`config.mk`:
```
export PLATFORM = sky130hd
export DESIGN_NAME = ufp_from_f32
export DESIGN_NICKNAME = d
export VERILOG_FILES = /design/src/rtl/ufp_from_f32.sv
export SDC_FILE = /design/constraint.sdc
export NUM_CORES = 1
export LEC_CHECK = 0
export CAP_MARGIN = 20
export CORE_MARGIN = 5
export CORE_UTILIZATION = 25
export DETAILED_ROUTE_END_ITERATION = 8
export GPL_ROUTABILITY_DRIVEN = 0
export GPL_TIMING_DRIVEN = 0
export PLACE_DENSITY = 0.46
export SKIP_CTS_REPAIR_TIMING = 1
export SLEW_MARGIN = 20
export SYNTH_ARGS = -nofsm -noshare
export SYNTH_HDL_FRONTEND = slang
export SYNTH_SLANG_ARGS = --single-unit
```
`constraint.sdc`:
```
create_clock -name clk -period 6 [get_ports clk]
set_input_delay 1.8 -clock clk [delete_from_list [all_inputs] [get_ports clk]]
set_output_delay 1.8 -clock clk [all_outputs]
set_load 0.005 [all_outputs]
```
`src/rtl/ufp_from_f32.sv`:
```
`default_nettype none
// ============================================================================
//  Module   : ufp_from_f32
//  Brief    : Converts an IEEE-754 binary32 operand to unsigned fixed point
//             IW.QW. The mantissa is aligned 8 bits per cycle, and overflow
//             either saturates or wraps.
//  Revision : 1.0 - initial release
// ============================================================================
module ufp_from_f32 #(
    parameter int IW   = 8,
    parameter int QW   = 8,
    parameter bit CLIP = 1'b1
) (
    input  logic               clk,
    input  logic               rst,
    input  logic               in_valid,
    output logic               in_ready,
    input  logic [31:0]        in,
    output logic               out_valid,
    input  logic               out_ready,
    output logic [IW+QW-1:0]   out,
    output logic               clipping
);

    localparam int c_OUT_W  = IW + QW;
    localparam int c_WORK_W = IW + QW + 24;

    typedef enum logic [1:0] {
        S_IDLE   = 2'd0,
        S_DECODE = 2'd1,
        S_ALIGN  = 2'd2,
        S_DONE   = 2'd3
    } state_t;

    state_t                r_state;
    logic [31:0]           r_in;
    logic [c_WORK_W-1:0]   r_work;
    logic [10:0]           r_rem;
    logic                  r_left;
    logic                  r_out_valid;
    logic [c_OUT_W-1:0]    r_out;
    logic                  r_clip;

    // Field decode of the captured operand
    logic                  w_s;
    logic [7:0]            w_e;
    logic [22:0]           w_f;
    logic [23:0]           w_m;
    logic [7:0]            w_e_eff;
    logic signed [10:0]    w_k;
    logic [10:0]           w_kabs;
    logic [c_WORK_W-1:0]   w_m_ext;
    logic                  w_is_zero;
    logic                  w_is_nan;
    logic                  w_is_inf;

    // Alignment step
    logic [3:0]            w_sh;
    logic [c_WORK_W-1:0]   w_shifted;
    logic [10:0]           w_rem_nxt;

    assign w_s       = r_in[31];
    assign w_e       = r_in[30:23];
    assign w_f       = r_in[22:0];
    assign w_m       = {(w_e != 8'd0), w_f};
    assign w_e_eff   = (w_e == 8'd0) ? 8'd1 : w_e;
    assign w_k       = $signed({3'b000, w_e_eff}) - 11'sd150 + $signed(11'(QW));
    assign w_kabs    = w_k[10] ? 11'(-w_k) : 11'(w_k);
    assign w_m_ext   = {{c_OUT_W{1'b0}}, w_m};
    assign w_is_zero = (w_e == 8'd0) && (w_f == 23'd0);
    assign w_is_nan  = (w_e == 8'hFF) && (w_f != 23'd0);
    assign w_is_inf  = (w_e == 8'hFF) && (w_f == 23'd0);

    assign w_sh      = (r_rem > 11'd8) ? 4'd8 : r_rem[3:0];
    assign w_shifted = r_left ? (r_work << w_sh) : (r_work >> w_sh);
    assign w_rem_nxt = r_rem - {7'd0, w_sh};

    assign in_ready  = (r_state == S_IDLE) && !rst;
    assign out_valid = r_out_valid;
    assign out       = r_out;
    assign clipping  = r_clip;

    // Any bit above the output field after alignment is an overflow;
    // returns {clipping, out}
    function automatic logic [c_OUT_W:0] f_finalize(input logic [c_WORK_W-1:0] v);
        logic ovf;
        ovf = |v[c_WORK_W-1:c_OUT_W];
        if (ovf && CLIP)
            f_finalize = {1'b1, {c_OUT_W{1'b1}}};
        else
            f_finalize = {ovf, v[c_OUT_W-1:0]};
    endfunction

    // Conversion FSM: capture, classify, align in 8-bit steps, hold result
    always_ff @(posedge clk) begin
        if (rst) begin
            r_state     <= S_IDLE;
            r_in        <= 32'd0;
            r_work      <= '0;
            r_rem       <= 11'd0;
            r_left      <= 1'b0;
            r_out_valid <= 1'b0;
            r_out       <= '0;
            r_clip      <= 1'b0;
        end else begin
            case (r_state)
                S_IDLE: begin
                    if (in_valid) begin
                        r_in    <= in;
                        r_state <= S_DECODE;
                    end
                end
                S_DECODE: begin
                    r_work <= w_m_ext;
                    r_left <= !w_k[10];
                    r_rem  <= w_kabs;
                    if (w_is_zero) begin
                        r_out       <= '0;
                        r_clip      <= 1'b0;
                        r_out_valid <= 1'b1;
                        r_state     <= S_DONE;
                    end else if (w_is_nan || w_s) begin
                        r_out       <= '0;
                        r_clip      <= 1'b1;
                        r_out_valid <= 1'b1;
                        r_state     <= S_DONE;
                    end else if (w_is_inf || (w_k >= $signed(11'(c_OUT_W)))) begin
                        // Shifted left by at least the output width: wrapped low bits are zero
                        r_out       <= CLIP ? {c_OUT_W{1'b1}} : {c_OUT_W{1'b0}};
                        r_clip      <= 1'b1;
                        r_out_valid <= 1'b1;
                        r_state     <= S_DONE;
                    end else if (w_k <= -11'sd24) begin
                        // Underflow is silently zero, not a clip
                        r_out       <= '0;
                        r_clip      <= 1'b0;
                        r_out_valid <= 1'b1;
                        r_state     <= S_DONE;
                    end else if (w_k == 11'sd0) begin
                        {r_clip, r_out} <= f_finalize(w_m_ext);
                        r_out_valid     <= 1'b1;
                        r_state         <= S_DONE;
                    end else begin
                        r_state <= S_ALIGN;
                    end
                end
                S_ALIGN: begin
                    r_work <= w_shifted;
                    r_rem  <= w_rem_nxt;
                    if (w_rem_nxt == 11'd0) begin
                        {r_clip, r_out} <= f_finalize(w_shifted);
                        r_out_valid     <= 1'b1;
                        r_state         <= S_DONE;
                    end
                end
                S_DONE: begin
                    if (out_ready) begin
                        r_out_valid <= 1'b0;
                        r_state     <= S_IDLE;
                    end
                end
                default: begin
                    r_state <= S_IDLE;
                end
            endcase
        end
    end

endmodule
`default_nettype wire

```
==> reports/metrics.sh, run 1 <==
STATUS='finished clean'
HOLD_PATH.CLASS='reg2reg'
START_UTIL_PCT=25.4
DETAIL_ROUTE.FIRST_PASS.ITERATIONS=7
EDFF_COUNT_SYNTH=0
DATA_REQUIRED_TIME_AT_THE_WORST_ENDPOINT_NS=6.25
PATH_CLK_SLEW_NS=0.09
FIN_CRIT_NS=5.70
WORST_PATH_LARGEST_CELL_DELAY_NS=0.67
FINAL_MAX_SLEW_VIOL_COUNT=0
DIEWIDTH_UM=206
DETAILED_PLACE_HPWL_UM=37500
SETUP_VIOL=0
FINAL.SETUP.WORST_SLACK_NS=0.302
LAYOUT.CELLS.MOST_COMMON='nand2_1'
SYNTH.AREA.TOP_CELLS='dfxtp_1 (22%), mux2i_1 (7.9%), a21oi_1 (6.5%), nand2_1 (5.7%), nor2_1 (4.8%)'
COUNT_OF_STANDARD_CELL_ROWS=71
CTS_TREE='yes'
CTS_MAX_PATH_BUFFERS=2
H-TREE-DEPTH=3
SKEW_NS=0.0149
IOPINCOUNT=55
YOSYSWARNINGCOUNT=0
INSERTION_DELAY_TO_THE_LATER_SINK_OF_THE_WORST_SKEW_PAIR_NS=0.38
CORE_MM2=0.0378
DRT_ITER0_MARKERS=2010
TIMING.FINAL.HOLD_VIOLATIONS=0
PLACE_WS_NS=-0.532
GRT_MAX_DEGREE=23
SYNTH_FLOP_CELL='dfxtp_1'
FP.DIEAREA_MM2=0.0424
WIRELENGTH_UM=50700
SLEW_HEADROOM_PCT=15.3
WORSTMARGINPINSLEW_NS=1.25
SYNTH.AVG_CELL_AREA_UM2=7.19
MAX_FREQ_MHz=176
DRT_DRC_VIOLATIONS_LEFT=0
YOSYSTOPAREACELL='dfxtp_1'
SYNTHESIS.AREA_MM2=0.00960
DIE_Y_UM=206
VIAS=11900
LEAKAGE_POWER_TOTAL_uW=0.00369
FINAL_MIN_PERIOD_OVER_CLOCK_PERIOD_PCT=95.0
GLOBAL_ROUTE_WIRE_LENGTH_BEFORE_REPAIR_UM=74800
CLOCK_SINKS=104
FINAL_CELLS=1915
FINAL_CELL_MIX='nand2_1 (147), a21oi_1 (125), nor2_1 (123)'
SYN2LAYOUT_AREA_GROWTH_PCT=15.7
CRITICAL_PATH.ENDPOINT_TYPE='register'
POST_SYNTH_INST_COUNT=1336
SYNTH.NET_COUNT=1380
ASYNC_RESET_FF_SHARE_PCT=0
RSZ0062_AT_GRT='false'
GLOBAL_ROUTE.OVERFLOW_TOTAL=0
POWER.DENSITY_CELL_AREA_mW_PER_MM2=656
CP_CELL_SEQUENCE='clkbuf_2 -> clkbuf_1 -> clkbuf_4 -> nand2_1 -> ha_1 -> o31a_1 -> a41oi_1 -> xor2_1 -> o41a_1 -> a311oi_1 -> buf_2 -> nand3_1 -> nor4_4 -> a21oi_1'
NETLIST.AREA_LEADER.SHARE_PCT=21.7
FIRST_GLOBAL_VIAS=11400
REPORT.POWER.TOTAL_uW=7290
FINAL_LAYOUT_SIZE_SUFFIX_GT1_SHARE_PCT=8.69
HOLD-WORST-SLACK_NS=0.476
NUMCTSBUFFERS=9
TIMING.SETUP.CRITICAL_PATH_CLASS='reg2reg'
PLACE.DETAILED.INSTANCES=1901
CAP_VIOLATIONS=0
CRITICAL_PATH_PEAK_FANOUT=19
FINAL_ANTENNA_NET_COUNT=0
DIODES=0
ROUTEDWLPERCELL_UM=26.5
CRITICAL_PATH_ARRIVAL_NS=5.94
CRITPATHLAUNCHTYPE='register'
CTS_ROOT_BUFFER='clkbuf_16'
SYNTH_SEQUENTIAL_AREA_RATIO_PCT=21.7
GLOBALROUTETOTALUTIL_PCT=23.2
POST_DRT_VIA_CELL_RATIO=6.23
NUM-NETS-FINAL=1443
CRITICAL-PATH-SLOWEST-CELL='dfxtp_1'
POSTSYNTHREGISTERBITS=104
PEAKVDDDROP_mV=0.228
SYNTH_CELL_TYPES=88
BUFFER_PORTS.INSERTED=54
INITIAL_ANTENNA_VIOLATION_COUNT=0
critical path: cells and delay by family, from the launching register on:
kind	cells	cell delay [ns]
buffers and inverters	4	1.79
AOI/OAI and AO/OA	5	1.75
and+or+nand+nor	3	0.87
DFF	1	0.67
adders and majority gates	1	0.31
xor gates and xnor gates	1	0.14
final timing paths:
path	end	start	slack, ns	depth (start not counted)
max	out[1]$_SDFFE_PP0P_	r_rem[1]$_SDFFE_PP0N_	0.30	14
min	r_in[8]$_SDFFE_PP0P_	r_in[8]$_SDFFE_PP0P_	0.48	2
max reg2reg	out[1]$_SDFFE_PP0P_	r_rem[1]$_SDFFE_PP0N_	0.30	14
min reg2reg	r_in[8]$_SDFFE_PP0P_	r_in[8]$_SDFFE_PP0P_	0.48	2
flip-flops by register name (all words and copies together), names as in the netlist:
| signal | cells |
|---|---|
| r_work | 40 |
| r_in | 32 |
| out | 16 |
| r_rem | 11 |
| r_state | 2 |
| clipping | 1 |
| out_valid | 1 |
| r_left | 1 |
power by group:
part           total (uW)  internal [uW]  switching, uW
logic                5650           1690           3970
registers             998            855            142
clock network         635            302            332
total                7290           2850           4440
kinds of logic after synthesis:
family	after synthesis	synth area share [%]
XOR/XNOR	14	1.28
multiplexers	99	11.0
AO/OA/AOI/OAI	488	34.3
adder cells (fa/ha/maj)	8	1.04
other	1	0.0391
AND/OR/NAND/NOR	434	22.3
buffers and inverters	188	8.36
flip-flops	104	21.7
Yosys cell counts, types with 11 or more instances:
cell type  count
a311oi_1      13
nor3_1        27
mux2i_1       76
o21ai_0       73
a22oi_1       21
buf_2         25
mux2_2        20
nand4_1       17
nor4_1        26
o22ai_1       40
a31oi_1       20
o211ai_1      18
inv_1         35
clkbuf_1     104
nand2_1      147
nand3_1       25
buf_1         11
a2bb2oi_1     12
a21oi_1      125
a211oi_1      40
nor2_1       123
dfxtp_1      104
per-stage QoR:
step	cell area [um2]	util [%]	TNS [ns]
floorplan	9600	-	0
global placement	10800	28.6	-6.81
detailed placement	10800	28.6	-6.70
CTS	11100	29.4	-6.99
global route	11100	29.4	0
finish	11100	29.4	0
metal layers:
layer / wire length, um / global-route usage [%] / share of wire (%)
met3: 6520 / 8.18 / 13
met4: 3060 / 10.2 / 6.0
met1: 20200 / 30.3 / 40
met5: 0 / 0 / 0
met2: 20900 / 34.5 / 41
cell type report:
cell class | instances | area (um2)
Buffer | 149 | 662
Clock buffer | 9 | 225
Clock inverter | 7 | 91.3
Fill cell | 4181 | 26600
Inverter | 36 | 135
Multi-Input combinational cell | 1044 | 6720
Sequential cell | 104 | 2080
Tap cell | 511 | 639
Timing Repair Buffer | 55 | 548
No activity file was read; power rests on OpenSTA's default activity.
==> run 2, diff against run 1 <==
--- a/config.mk
+++ b/config.mk
@@ -11,5 +11,5 @@
 export DETAILED_ROUTE_END_ITERATION = 8
 export GPL_ROUTABILITY_DRIVEN = 0
-export GPL_TIMING_DRIVEN = 0
+export GPL_TIMING_DRIVEN = 1
 export PLACE_DENSITY = 0.46
 export SKIP_CTS_REPAIR_TIMING = 1
==> constraint.sdc (replaced) <==
create_clock -name clk -period 6.3 [get_ports clk]
set_input_delay 1.575 -clock clk [delete_from_list [all_inputs] [get_ports clk]]
set_output_delay 1.575 -clock clk [all_outputs]
set_load 0.005 [all_outputs]
==> reports/metrics.sh, run 2 (synthesis results as in run 1) <==
POWER_SHARE_OF_THE_COMBINATIONAL_GROUP_PCT=72.6
CTS_TREE='yes'
GLOBAL_ROUTE.OVERFLOW_TOTAL=0
LAYOUT.AREA.SEQ_MM2=0.00209
CRITICAL_PATH_ARRIVAL_NS=4.88
CP_CELL_SEQUENCE='or3b_2 -> nor3_4 -> buf_4 -> o211ai_1 -> a21o_1 -> a2111oi_1 -> nand4_1 -> o41ai_4 -> a21oi_1'
DIODES=0
IOPINCOUNT=55
INITIAL_ANTENNA_VIOLATION_COUNT=0
LARGEST-REGISTER='r_work'
SLEW_HEADROOM_PCT=26.6
GLOBALROUTETOTALUTIL_PCT=20.4
FINAL_LAYOUT_SIZE_SUFFIX_GT1_SHARE_PCT=9.49
VIAS=11100
WIRELENGTH_UM=44500
DIE_Y_UM=206
RSZ0062_AT_GRT='false'
CORE_MM2=0.0378
MET2_WIRELENGTH_UM=18600
CRITPATHLAUNCHTYPE='register'
DRT_ITER0_MARKERS=1689
TIMING.SETUP.CRITICAL_PATH_CLASS='reg2reg'
FINAL_MAX_SLEW_VIOL_COUNT=0
CTS_MAX_PATH_BUFFERS=2
INSERTION_DELAY_TO_THE_LATER_SINK_OF_THE_WORST_SKEW_PAIR_NS=0.37
FINAL_MIN_PERIOD_OVER_CLOCK_PERIOD_PCT=73.9
CAP_VIOLATIONS=0
FAILED_CHECKS='design-rule violations'
GRT_MAX_DEGREE=72
PATH_CLK_SLEW_NS=0.09
FIRST_GLOBAL_VIAS=10400
ROUTEDWLPERCELL_UM=24.8
MULTI_INPUT_AREA_MM2=0.00675
WORSTMARGINPINSLEW_NS=1.09
LEAKAGE_POWER_TOTAL_uW=0.00353
DIEWIDTH_UM=206
WIRELENGTH_MET1_UM=18600
FP.DIEAREA_MM2=0.0424
NUM-NETS-FINAL=1325
FINAL_CELL_MIX='nand2_1 (146), a21oi_1 (125), nor2_1 (123)'
CTS_ROOT_BUFFER='clkbuf_16'
H-TREE-DEPTH=3
CRITICAL_PATH_PEAK_FANOUT=21
COUNT_OF_STANDARD_CELL_ROWS=71
STATUS='finished with violations'
SWSHARE_PCT=59.8
DRT_DRC_VIOLATIONS_LEFT=6
CRITICAL-PATH-SLOWEST-CELL='nor3_4'
SETUP_VIOL=0
PWR-SHARE-SEQ_PCT=17.7
DETAILED_PLACE_HPWL_UM=30700
WORST_PATH_LARGEST_CELL_DELAY_NS=0.79
FIN_CRIT_NS=4.66
PEAKVDDDROP_mV=0.338
CRITICAL_PATH.ENDPOINT_TYPE='register'
POWER.INTERNAL_uW=2610
SKEW_NS=0.0158
NUMCTSBUFFERS=9
POWER.DENSITY_CELL_AREA_mW_PER_MM2=607
ROUTE.TOP_LAYER_USED='met4'
START_UTIL_PCT=25.4
SYN2LAYOUT_AREA_GROWTH_PCT=11.5
FILLERS=4192
LAYOUT.CELLS.MOST_COMMON='nand2_1'
MAX_FREQ_MHz=215
FIN_SETUP_TNS_NS=0
BUFFER_PORTS.INSERTED=54
DATA_REQUIRED_TIME_AT_THE_WORST_ENDPOINT_NS=6.52
DETAIL_ROUTE.FIRST_PASS.ITERATIONS=9
POWER_SWITCHING_uW=3890
DR_WL_MET3_UM=4840
POST_DRT_VIA_CELL_RATIO=6.16
CLOCK_SINKS=104
HOLD-WORST-SLACK_NS=0.477
TIMING.FINAL.HOLD_VIOLATIONS=0
GLOBAL_ROUTE_WIRE_LENGTH_BEFORE_REPAIR_UM=67300
FINAL_ANTENNA_NET_COUNT=0
P_CLK_SHARE_PCT=9.7
LARGEST_REGISTER_FF_COUNT=40
HOLD_PATH.CLASS='reg2reg'
-- run 2: per-layer routing --
metal / vias up / global-route usage [%]
met4: 0 / 8.82
met3: 213 / 5.19
li1: 4906 / -
met1: 5207 / 28.2
met2: 752 / 30.0
met5: - / 0
-- run 2: final cells by class --
class                      count  share of cell area (%)
tap                          511                    5.97
sequential                   104                    19.5
multi-input combinational   1044                    63.0
clock buffer                   9                    2.10
timing repair buffer          86                    7.28
inverter                      36                    1.26
clock inverter                 7                   0.853
-- run 2: stage by stage --
step	std cells	total power (uW)	utilization, %	setup WS (ns)	instance area, um2
after global routing	1797	6800	28.3	1.52	10700
final	1797	6500	28.3	1.64	10700
after global placement	1780	5670	27.5	1.86	10400
after floorplan	1336	4220	-	2.02	9600
after detailed placement	1780	5630	27.5	1.86	10400
after CTS	1796	6280	28.3	1.83	10700
-- run 2: worst paths after layout --
| check | slack [ns] | depth (start not counted) | to | from |
|---|---|---|---|---|
| worst max-delay path | 1.64 | 9 | out[12]$_SDFFE_PP0P_ | r_rem[0]$_SDFFE_PP0N_ |
| worst max register to register | 1.64 | 9 | out[12]$_SDFFE_PP0P_ | r_rem[0]$_SDFFE_PP0N_ |
| worst min register to register | 0.48 | 2 | r_in[8]$_SDFFE_PP0P_ | r_in[8]$_SDFFE_PP0P_ |
| worst min-delay path | 0.48 | 2 | r_in[8]$_SDFFE_PP0P_ | r_in[8]$_SDFFE_PP0P_ |
-- run 2: power groups by stage --
stage	registers (uW)	logic [uW]	clock network, uW
after global routing	1170	4970	665
after floorplan	903	3320	0
after CTS	1130	4500	638
after detailed placement	1150	4490	0
after global placement	1150	4520	0
final	1150	4720	629
-- run 2: worst max-delay path, delay by kind of cell, from the launching register on --
| family | cells | cell delay, ns |
|---|---|---|
| AND/OR/NAND/NOR | 3 | 1.86 |
| AO/OA/AOI/OAI | 5 | 1.62 |
| flip-flops | 1 | 0.65 |
| buffers and inverters | 1 | 0.35 |
